==> src/rtl/uart_tx_pkg.sv <==
// Shared UART frame codes, FSM states and helpers for the transmitter.
// Baud divisors and parity are derived here so Rx and Tx agree on them.
package uart_tx_pkg;

  typedef enum logic [1:0] {
    BD_1200 = 2'b00,
    BD_2400 = 2'b01,
    BD_4800 = 2'b10,
    BD_9600 = 2'b11
  } baud_e;

  typedef enum logic [1:0] {
    PRTY_NONE  = 2'b00,
    PRTY_ODD   = 2'b01,
    PRTY_EVEN  = 2'b10,
    PRTY_NONE2 = 2'b11
  } prty_e;

  typedef enum logic {
    DBIT_7 = 1'b0,
    DBIT_8 = 1'b1
  } dbit_e;

  typedef enum logic {
    STOP_1 = 1'b0,
    STOP_2 = 1'b1
  } stop_e;

  typedef enum logic [2:0] {
    ST_IDLE,
    ST_START,
    ST_DATA,
    ST_PARITY,
    ST_STOP
  } tx_state_e;

  typedef struct packed {
    logic [7:0] data;
    dbit_e      dbit;
    stop_e      stop;
    prty_e      prty;
    baud_e      bd;
  } tx_cfg_t;

  function automatic int unsigned baud_rate(baud_e bd);
    case (bd)
      BD_1200: return 1200;
      BD_2400: return 2400;
      BD_4800: return 4800;
      default: return 9600;
    endcase
  endfunction

  // Rounded integer divide so non-ideal clocks still land on the nearest rate.
  function automatic int unsigned calc_div(int unsigned clk_hz, int unsigned os, baud_e bd);
    int unsigned r;
    r = baud_rate(bd) * os;
    return (clk_hz + r / 2) / r;
  endfunction

  function automatic logic has_parity(prty_e p);
    return (p == PRTY_ODD) || (p == PRTY_EVEN);
  endfunction

  function automatic logic calc_parity(logic [7:0] data, dbit_e dbit, prty_e prty);
    logic [7:0] masked;
    logic       p;
    masked = (dbit == DBIT_8) ? data : {1'b0, data[6:0]};
    p      = ^masked;
    return (prty == PRTY_ODD) ? ~p : p;
  endfunction

endpackage

==> src/rtl/uart_baud_gen.sv <==
// Oversample tick generator: one-clock tick every DIV clocks for the selected baud.
// clr restarts the count so a new frame begins on a full tick period.
module uart_baud_gen
  import uart_tx_pkg::*;
#(
  parameter int unsigned CLK_HZ     = 1_843_200,
  parameter int unsigned OVERSAMPLE = 16
) (
  input  logic       clk,
  input  logic       rst,
  input  logic       clr,
  input  logic [1:0] bd_sel,
  output logic       tick
);

  localparam int unsigned DIV_1200 = calc_div(CLK_HZ, OVERSAMPLE, BD_1200);
  localparam int unsigned DIV_2400 = calc_div(CLK_HZ, OVERSAMPLE, BD_2400);
  localparam int unsigned DIV_4800 = calc_div(CLK_HZ, OVERSAMPLE, BD_4800);
  localparam int unsigned DIV_9600 = calc_div(CLK_HZ, OVERSAMPLE, BD_9600);
  localparam int unsigned CW       = (DIV_1200 > 2) ? $clog2(DIV_1200) : 1;

  logic [CW-1:0] div_last;
  logic [CW-1:0] cnt;

  always_comb begin
    div_last = CW'(DIV_9600 - 1);
    case (bd_sel)
      BD_1200: div_last = CW'(DIV_1200 - 1);
      BD_2400: div_last = CW'(DIV_2400 - 1);
      BD_4800: div_last = CW'(DIV_4800 - 1);
      default: div_last = CW'(DIV_9600 - 1);
    endcase
  end

  assign tick = (cnt == div_last);

  always_ff @(posedge clk) begin
    if (rst || clr) begin
      cnt <= '0;
    end else if (cnt >= div_last) begin
      cnt <= '0;
    end else begin
      cnt <= cnt + 1'b1;
    end
  end

endmodule

==> src/rtl/uart_tx.sv <==
// UART transmitter: latches a byte and frame config on handshake, then
// serialises start/data/parity/stop bits LSB first; line idles high.
module uart_tx
  import uart_tx_pkg::*;
#(
  parameter int unsigned CLK_HZ     = 1_843_200,
  parameter int unsigned OVERSAMPLE = 16
) (
  input  logic       clk,
  input  logic       rst,
  input  logic [7:0] data_in_Tx,
  input  logic       tx_start,
  input  logic       data_bit_sel,
  input  logic       stop_sel,
  input  logic [1:0] prty_sel,
  input  logic [1:0] bd_sel,
  output logic       data_out_Tx,
  output logic       tx_ready,
  output logic       tx_done
);

  localparam int unsigned     TW        = $clog2(OVERSAMPLE);
  localparam logic [TW-1:0]   TICK_LAST = TW'(OVERSAMPLE - 1);

  tx_state_e     state;
  tx_cfg_t       cfg;
  logic [2:0]    bit_idx;
  logic [2:0]    last_idx;
  logic [TW-1:0] tick_cnt;
  logic          stop_cnt;
  logic          accept;
  logic          tick;
  logic          bit_end;

  assign accept   = tx_start & tx_ready;
  assign bit_end  = tick & (tick_cnt == TICK_LAST);
  assign last_idx = (cfg.dbit == DBIT_8) ? 3'd7 : 3'd6;

  // Divider runs off the latched rate; it restarts on the accept edge.
  uart_baud_gen #(
    .CLK_HZ     (CLK_HZ),
    .OVERSAMPLE (OVERSAMPLE)
  ) u_baud_gen (
    .clk    (clk),
    .rst    (rst),
    .clr    (accept),
    .bd_sel (cfg.bd),
    .tick   (tick)
  );

  always_ff @(posedge clk) begin
    if (rst) begin
      state       <= ST_IDLE;
      cfg         <= '0;
      bit_idx     <= '0;
      tick_cnt    <= '0;
      stop_cnt    <= 1'b0;
      data_out_Tx <= 1'b1;
      tx_ready    <= 1'b1;
      tx_done     <= 1'b0;
    end else begin
      tx_done <= 1'b0;

      if (state != ST_IDLE && tick) begin
        tick_cnt <= (tick_cnt == TICK_LAST) ? '0 : tick_cnt + 1'b1;
      end

      case (state)
        ST_IDLE: begin
          if (accept) begin
            cfg <= '{data: data_in_Tx,
                     dbit: dbit_e'(data_bit_sel),
                     stop: stop_e'(stop_sel),
                     prty: prty_e'(prty_sel),
                     bd:   baud_e'(bd_sel)};
            state       <= ST_START;
            data_out_Tx <= 1'b0;
            tx_ready    <= 1'b0;
            tick_cnt    <= '0;
            bit_idx     <= '0;
            stop_cnt    <= 1'b0;
          end
        end

        ST_START: begin
          if (bit_end) begin
            state       <= ST_DATA;
            bit_idx     <= '0;
            data_out_Tx <= cfg.data[0];
          end
        end

        ST_DATA: begin
          if (bit_end) begin
            if (bit_idx == last_idx) begin
              if (has_parity(cfg.prty)) begin
                state       <= ST_PARITY;
                data_out_Tx <= calc_parity(cfg.data, cfg.dbit, cfg.prty);
              end else begin
                state       <= ST_STOP;
                data_out_Tx <= 1'b1;
                stop_cnt    <= 1'b0;
              end
            end else begin
              bit_idx     <= bit_idx + 3'd1;
              data_out_Tx <= cfg.data[bit_idx + 3'd1];
            end
          end
        end

        ST_PARITY: begin
          if (bit_end) begin
            state       <= ST_STOP;
            data_out_Tx <= 1'b1;
            stop_cnt    <= 1'b0;
          end
        end

        ST_STOP: begin
          if (bit_end) begin
            if (stop_cnt == (cfg.stop == STOP_2)) begin
              state    <= ST_IDLE;
              tx_done  <= 1'b1;
              tx_ready <= 1'b1;
            end else begin
              stop_cnt <= 1'b1;
            end
          end
        end

        default: begin
          state       <= ST_IDLE;
          data_out_Tx <= 1'b1;
          tx_ready    <= 1'b1;
        end
      endcase
    end
  end

endmodule

==> config.mk <==
export PLATFORM = sky130hd
export DESIGN_NAME = uart_tx
export DESIGN_NICKNAME = d
export VERILOG_FILES = /design/src/rtl/uart_tx_pkg.sv /design/src/rtl/uart_baud_gen.sv /design/src/rtl/uart_tx.sv
export SDC_FILE = /design/constraint.sdc
export NUM_CORES = 1
export LEC_CHECK = 0
export ABC_AREA = 1
export BUFFER_PORTS_ARGS = -buffer_cell sky130_fd_sc_hd__buf_4
export CORE_ASPECT_RATIO = 1.4
export CORE_MARGIN = 1.5
export CORE_UTILIZATION = 50
export CTS_CLUSTER_SIZE = 28
export DETAILED_ROUTE_END_ITERATION = 6
export HOLD_SLACK_MARGIN = 0.03
export PLACE_DENSITY = 0.71
export SLEW_MARGIN = 40
export SYNTH_ARGS = -nofsm -noshare
export SYNTH_HDL_FRONTEND = slang
export SYNTH_HIERARCHICAL = 1
export SYNTH_SLANG_ARGS = --single-unit
==> constraint.sdc <==
create_clock -name clk -period 3.6 [get_ports clk]
set_input_delay 0.72 -clock clk [delete_from_list [all_inputs] [get_ports clk]]
set_output_delay 0.72 -clock clk [all_outputs]
set_load 0.005 [all_outputs]
==> results.txt <==
Post-detailed-routing wire length: 3822 um
Commonest register cell after synthesis: sky130_fd_sc_hd__dfxtp_1
Clk pwr share: 21.6%
Final WS setup: 1.412 ns
Tmin final: 2.188 ns
Comb pwr share: 42.1%
Final setup violating endpoints: 0
Actual transition at the worst max-transition pin: 0.4303 ns
Post-synthesis net count: 320
Class of the most critical setup path: reg -> reg
Net total in the final layout: 341
Biggest fanout along the worst timing path: 6
Power, Total: 1.458 mW
Post-placement cell area: 2200 sq um
Antenna fix cells: 0
Number of hold-slack violations in the final timing report: 0
Required @ worst endpoint: 3.79 ns
Total of flip-flops plus latches after synthesis: 35
Sequential cell area fraction in the yosys report: 34.53%
Critical path's top delay family: simple AND/OR/NAND/NOR gates
Worst hold-check slack: 0.4782 ns
Number of standard cells in the layout, taps in and fillers out: 359
Power density over the cells: 633.9 nW/um^2
Via-per-instance ratio: 5.042
Upper clock frequency limit: 457.0 MHz
Sw Pwr: 0.5936 mW
Pin count of the biggest net entering global routing: 24
Top cell type's share of synthesized area: 34.53%
Avg Cell Area, Syn: 6.903 sq um
Design internal power: 0.8640 mW
Initial Util: 51.79%
TritonCTS clock tree: built
Max_slew headroom: 71.28%
Fraction of final layout cells with drive strength greater than 1: 18.35%
Buffers & Inverters on Critical Path: 2
Crit path capture type: flip-flop
Total congestion overflow: 0
Port Buffer Count: 19
Routed length per instance: 10.65 um
Post-CTS Hold Buffers: 0
Die W: 56.85 um
Most frequent cell after synthesis: sky130_fd_sc_hd__nand2_1
Last weighted congestion value of the routability-driven placer: 0.7966
Post-synth EDFFs: 0
Post-Route Utilization: 58.68%
Area contributors post-synth: sky130_fd_sc_hd__dfxtp_1, sky130_fd_sc_hd__nand2_1, sky130_fd_sc_hd__inv_1, sky130_fd_sc_hd__nand3_1, sky130_fd_sc_hd__a21oi_1
Static power due to leakage: 1.034 nW
Delay of the slowest critical-path stage: 0.35 ns
Height of the die: 78.38 um
Post-CTS setup buffer count: 0
Initial antenna violation count: 0
Fill cell total of the finished layout: 398
Total global-route track usage: 19.51%
Area of the core: 3919 sq um
Placed cells: 351
Dpl ws: 1.395 ns
Hold WC Path Type: reg -> reg
Worst IR Drop VDD: 338.7 uV
Area growth from synthesis to final layout: 13.32%
Cell at the root of the clock tree: sky130_fd_sc_hd__clkbuf_8
Commonest cells post-synth: sky130_fd_sc_hd__nand2_1, sky130_fd_sc_hd__inv_1, sky130_fd_sc_hd__dfxtp_1, sky130_fd_sc_hd__nor2_1, sky130_fd_sc_hd__nand3_1
Yosys top cell by area: sky130_fd_sc_hd__dfxtp_1
Outcome: complete, no violations
Ys async rst share: 0%
CTS-repair resized insts: 0
Count of maximum capacitance violations: 0
DR vias: 1,810
Period utilisation layout: 60.79%
Crit-path cells: or2_2, ha_1, nand2_1, nor3_1, inv_1, nor2_4, inv_2, nand2_2, nand2_2, nor3_1, nor2_1, nor2_1, nand2_1
Data arrival time at the worst-slack endpoint: 2.38 ns
Warnings, synthesis: 6
Global-route wire length before repair: 6817 um
Clock latency reported for the late side of the worst-skew pair: 0.29 ns
Clock sinks: 35
Number of max-slew violations in the final report: 0
Total half-perimeter wirelength after legalization and detailed placement: 2990 um
Inserted Clock Buffers: 5
Number of global-route vias before repair: 1,715
Number of standard cells after synthesis: 294
Post-detailed-route DRC marker count: 0
Die Footprint: 4456 sq um
Distinct cell type count of the synthesized netlist: 31
Fraction of power consumed by sequential logic: 36.3%
Switching power as a share of total power: 40.73%
Antenna-violating nets left: 0
Startpoint types: flip-flop
Area of all placed cells without fillers: 2300 sq um
Clock-pin slew reported for the worst setup and hold paths after clock tree synthesis: 0.07 ns
Slowest-stage cell, CP: sky130_fd_sc_hd__dfxtp_1
Number of iterations in the first detailed-routing pass: 4
Unrepaired setup endpoints after global routing: false
Number of cell rows: 27
Number of top-level pins: 20
Netlist Area Pre-Place: 2029 sq um
Final total negative setup slack: 0 ns
Maximum level of the CTS H-tree: 2
CTS max path bufs: 2
Clock Skews: 0.008375 ns
Starting DRC count in detailed routing: 77
==> flip-flops by register name (all words and copies together) (netlist names) <==
register,count
data_out_Tx,1
tx_ready,1
stop_cnt,1
tx_done,1
u_baud_gen/cnt,7
tick_cnt,4
bit_idx,3
cfg,14
state,3
==> layer usage <==
layer,routed length (um),share of wire (%),vias to the layer above,track usage [%]
met2,1984,52,22,35.93
met5,0,0,-,0
met3,100,2.6,9,4.448
met1,1638,43,798,20.25
met4,98,2.6,0,9.767
li1,-,-,981,-
==> path summary, 6_finish.rpt <==
check                                    endpoint              start  cells past startpoint  slack, ns
worst max-delay path                  data_out_Tx             cfg[0]                     13       1.41
worst min-delay path            u_baud_gen/cnt[0]  u_baud_gen/cnt[0]                      1       0.48
worst max register to register        data_out_Tx             cfg[0]                     13       1.41
worst min register to register  u_baud_gen/cnt[0]  u_baud_gen/cnt[0]                      1       0.48
==> cell families after synthesis <==
family,Yosys count,synth area share (%)
adders and majority gates,9,5.549
and+or+nand+nor,145,34.65
buffers and inverters,49,9.432
AOI/OAI and AO/OA,47,11.96
xor gates and xnor gates,9,3.884
DFF,35,34.53
==> area by class of cell <==
cell class | count | area, sq um | area share (%)
Multi-Input combinational cell | 210 | 1137 | 49.46
Sequential cell | 35 | 700.7 | 30.47
Inverter | 44 | 165.2 | 7.182
Timing Repair Buffer | 19 | 142.6 | 6.202
Clock buffer | 8 | 100.1 | 4.353
Tap cell | 43 | 53.80 | 2.339
==> layout by cell type (no fill, tap or decap), types with 2 or more instances in the layout <==
cell,n
sky130_fd_sc_hd__nand3_1,25
sky130_fd_sc_hd__nor2_2,8
sky130_fd_sc_hd__nor2_4,3
sky130_fd_sc_hd__a21oi_1,24
sky130_fd_sc_hd__nor3_1,5
sky130_fd_sc_hd__o21ai_1,6
sky130_fd_sc_hd__nand2_2,9
sky130_fd_sc_hd__inv_2,6
sky130_fd_sc_hd__clkbuf_8,7
sky130_fd_sc_hd__inv_1,37
sky130_fd_sc_hd__o21ai_0,14
sky130_fd_sc_hd__nor2_1,28
sky130_fd_sc_hd__nand3_2,2
sky130_fd_sc_hd__xor2_1,5
sky130_fd_sc_hd__buf_4,19
sky130_fd_sc_hd__dfxtp_1,35
sky130_fd_sc_hd__nand2_1,57
sky130_fd_sc_hd__o211ai_1,2
sky130_fd_sc_hd__ha_1,9
sky130_fd_sc_hd__xnor2_1,4
==> worst register-to-register path, stage by stage (launching register included) <==
cell                      delay [ns]
sky130_fd_sc_hd__dfxtp_1        0.35
sky130_fd_sc_hd__or2_2          0.28
sky130_fd_sc_hd__ha_1           0.30
sky130_fd_sc_hd__nand2_1        0.08
sky130_fd_sc_hd__nor3_1         0.19
sky130_fd_sc_hd__inv_1          0.12
sky130_fd_sc_hd__nor2_4         0.15
sky130_fd_sc_hd__inv_2          0.08
sky130_fd_sc_hd__nand2_2        0.07
sky130_fd_sc_hd__nand2_2        0.07
sky130_fd_sc_hd__nor3_1         0.20
sky130_fd_sc_hd__nor2_1         0.06
sky130_fd_sc_hd__nor2_1         0.08
sky130_fd_sc_hd__nand2_1        0.05
==> power by group through the flow <==
| stage | combinational (mW) | sequential [mW] | clock (mW) |
|---|---|---|---|
| after floorplan | 0.517 | 0.519 | 0 |
| after global placement | 0.617 | 0.536 | 0 |
| after detailed placement | 0.621 | 0.539 | 0 |
| after CTS | 0.624 | 0.530 | 0.326 |
| after global routing | 0.711 | 0.542 | 0.342 |
| final | 0.614 | 0.529 | 0.315 |
(Power assumes the default switching activity.)
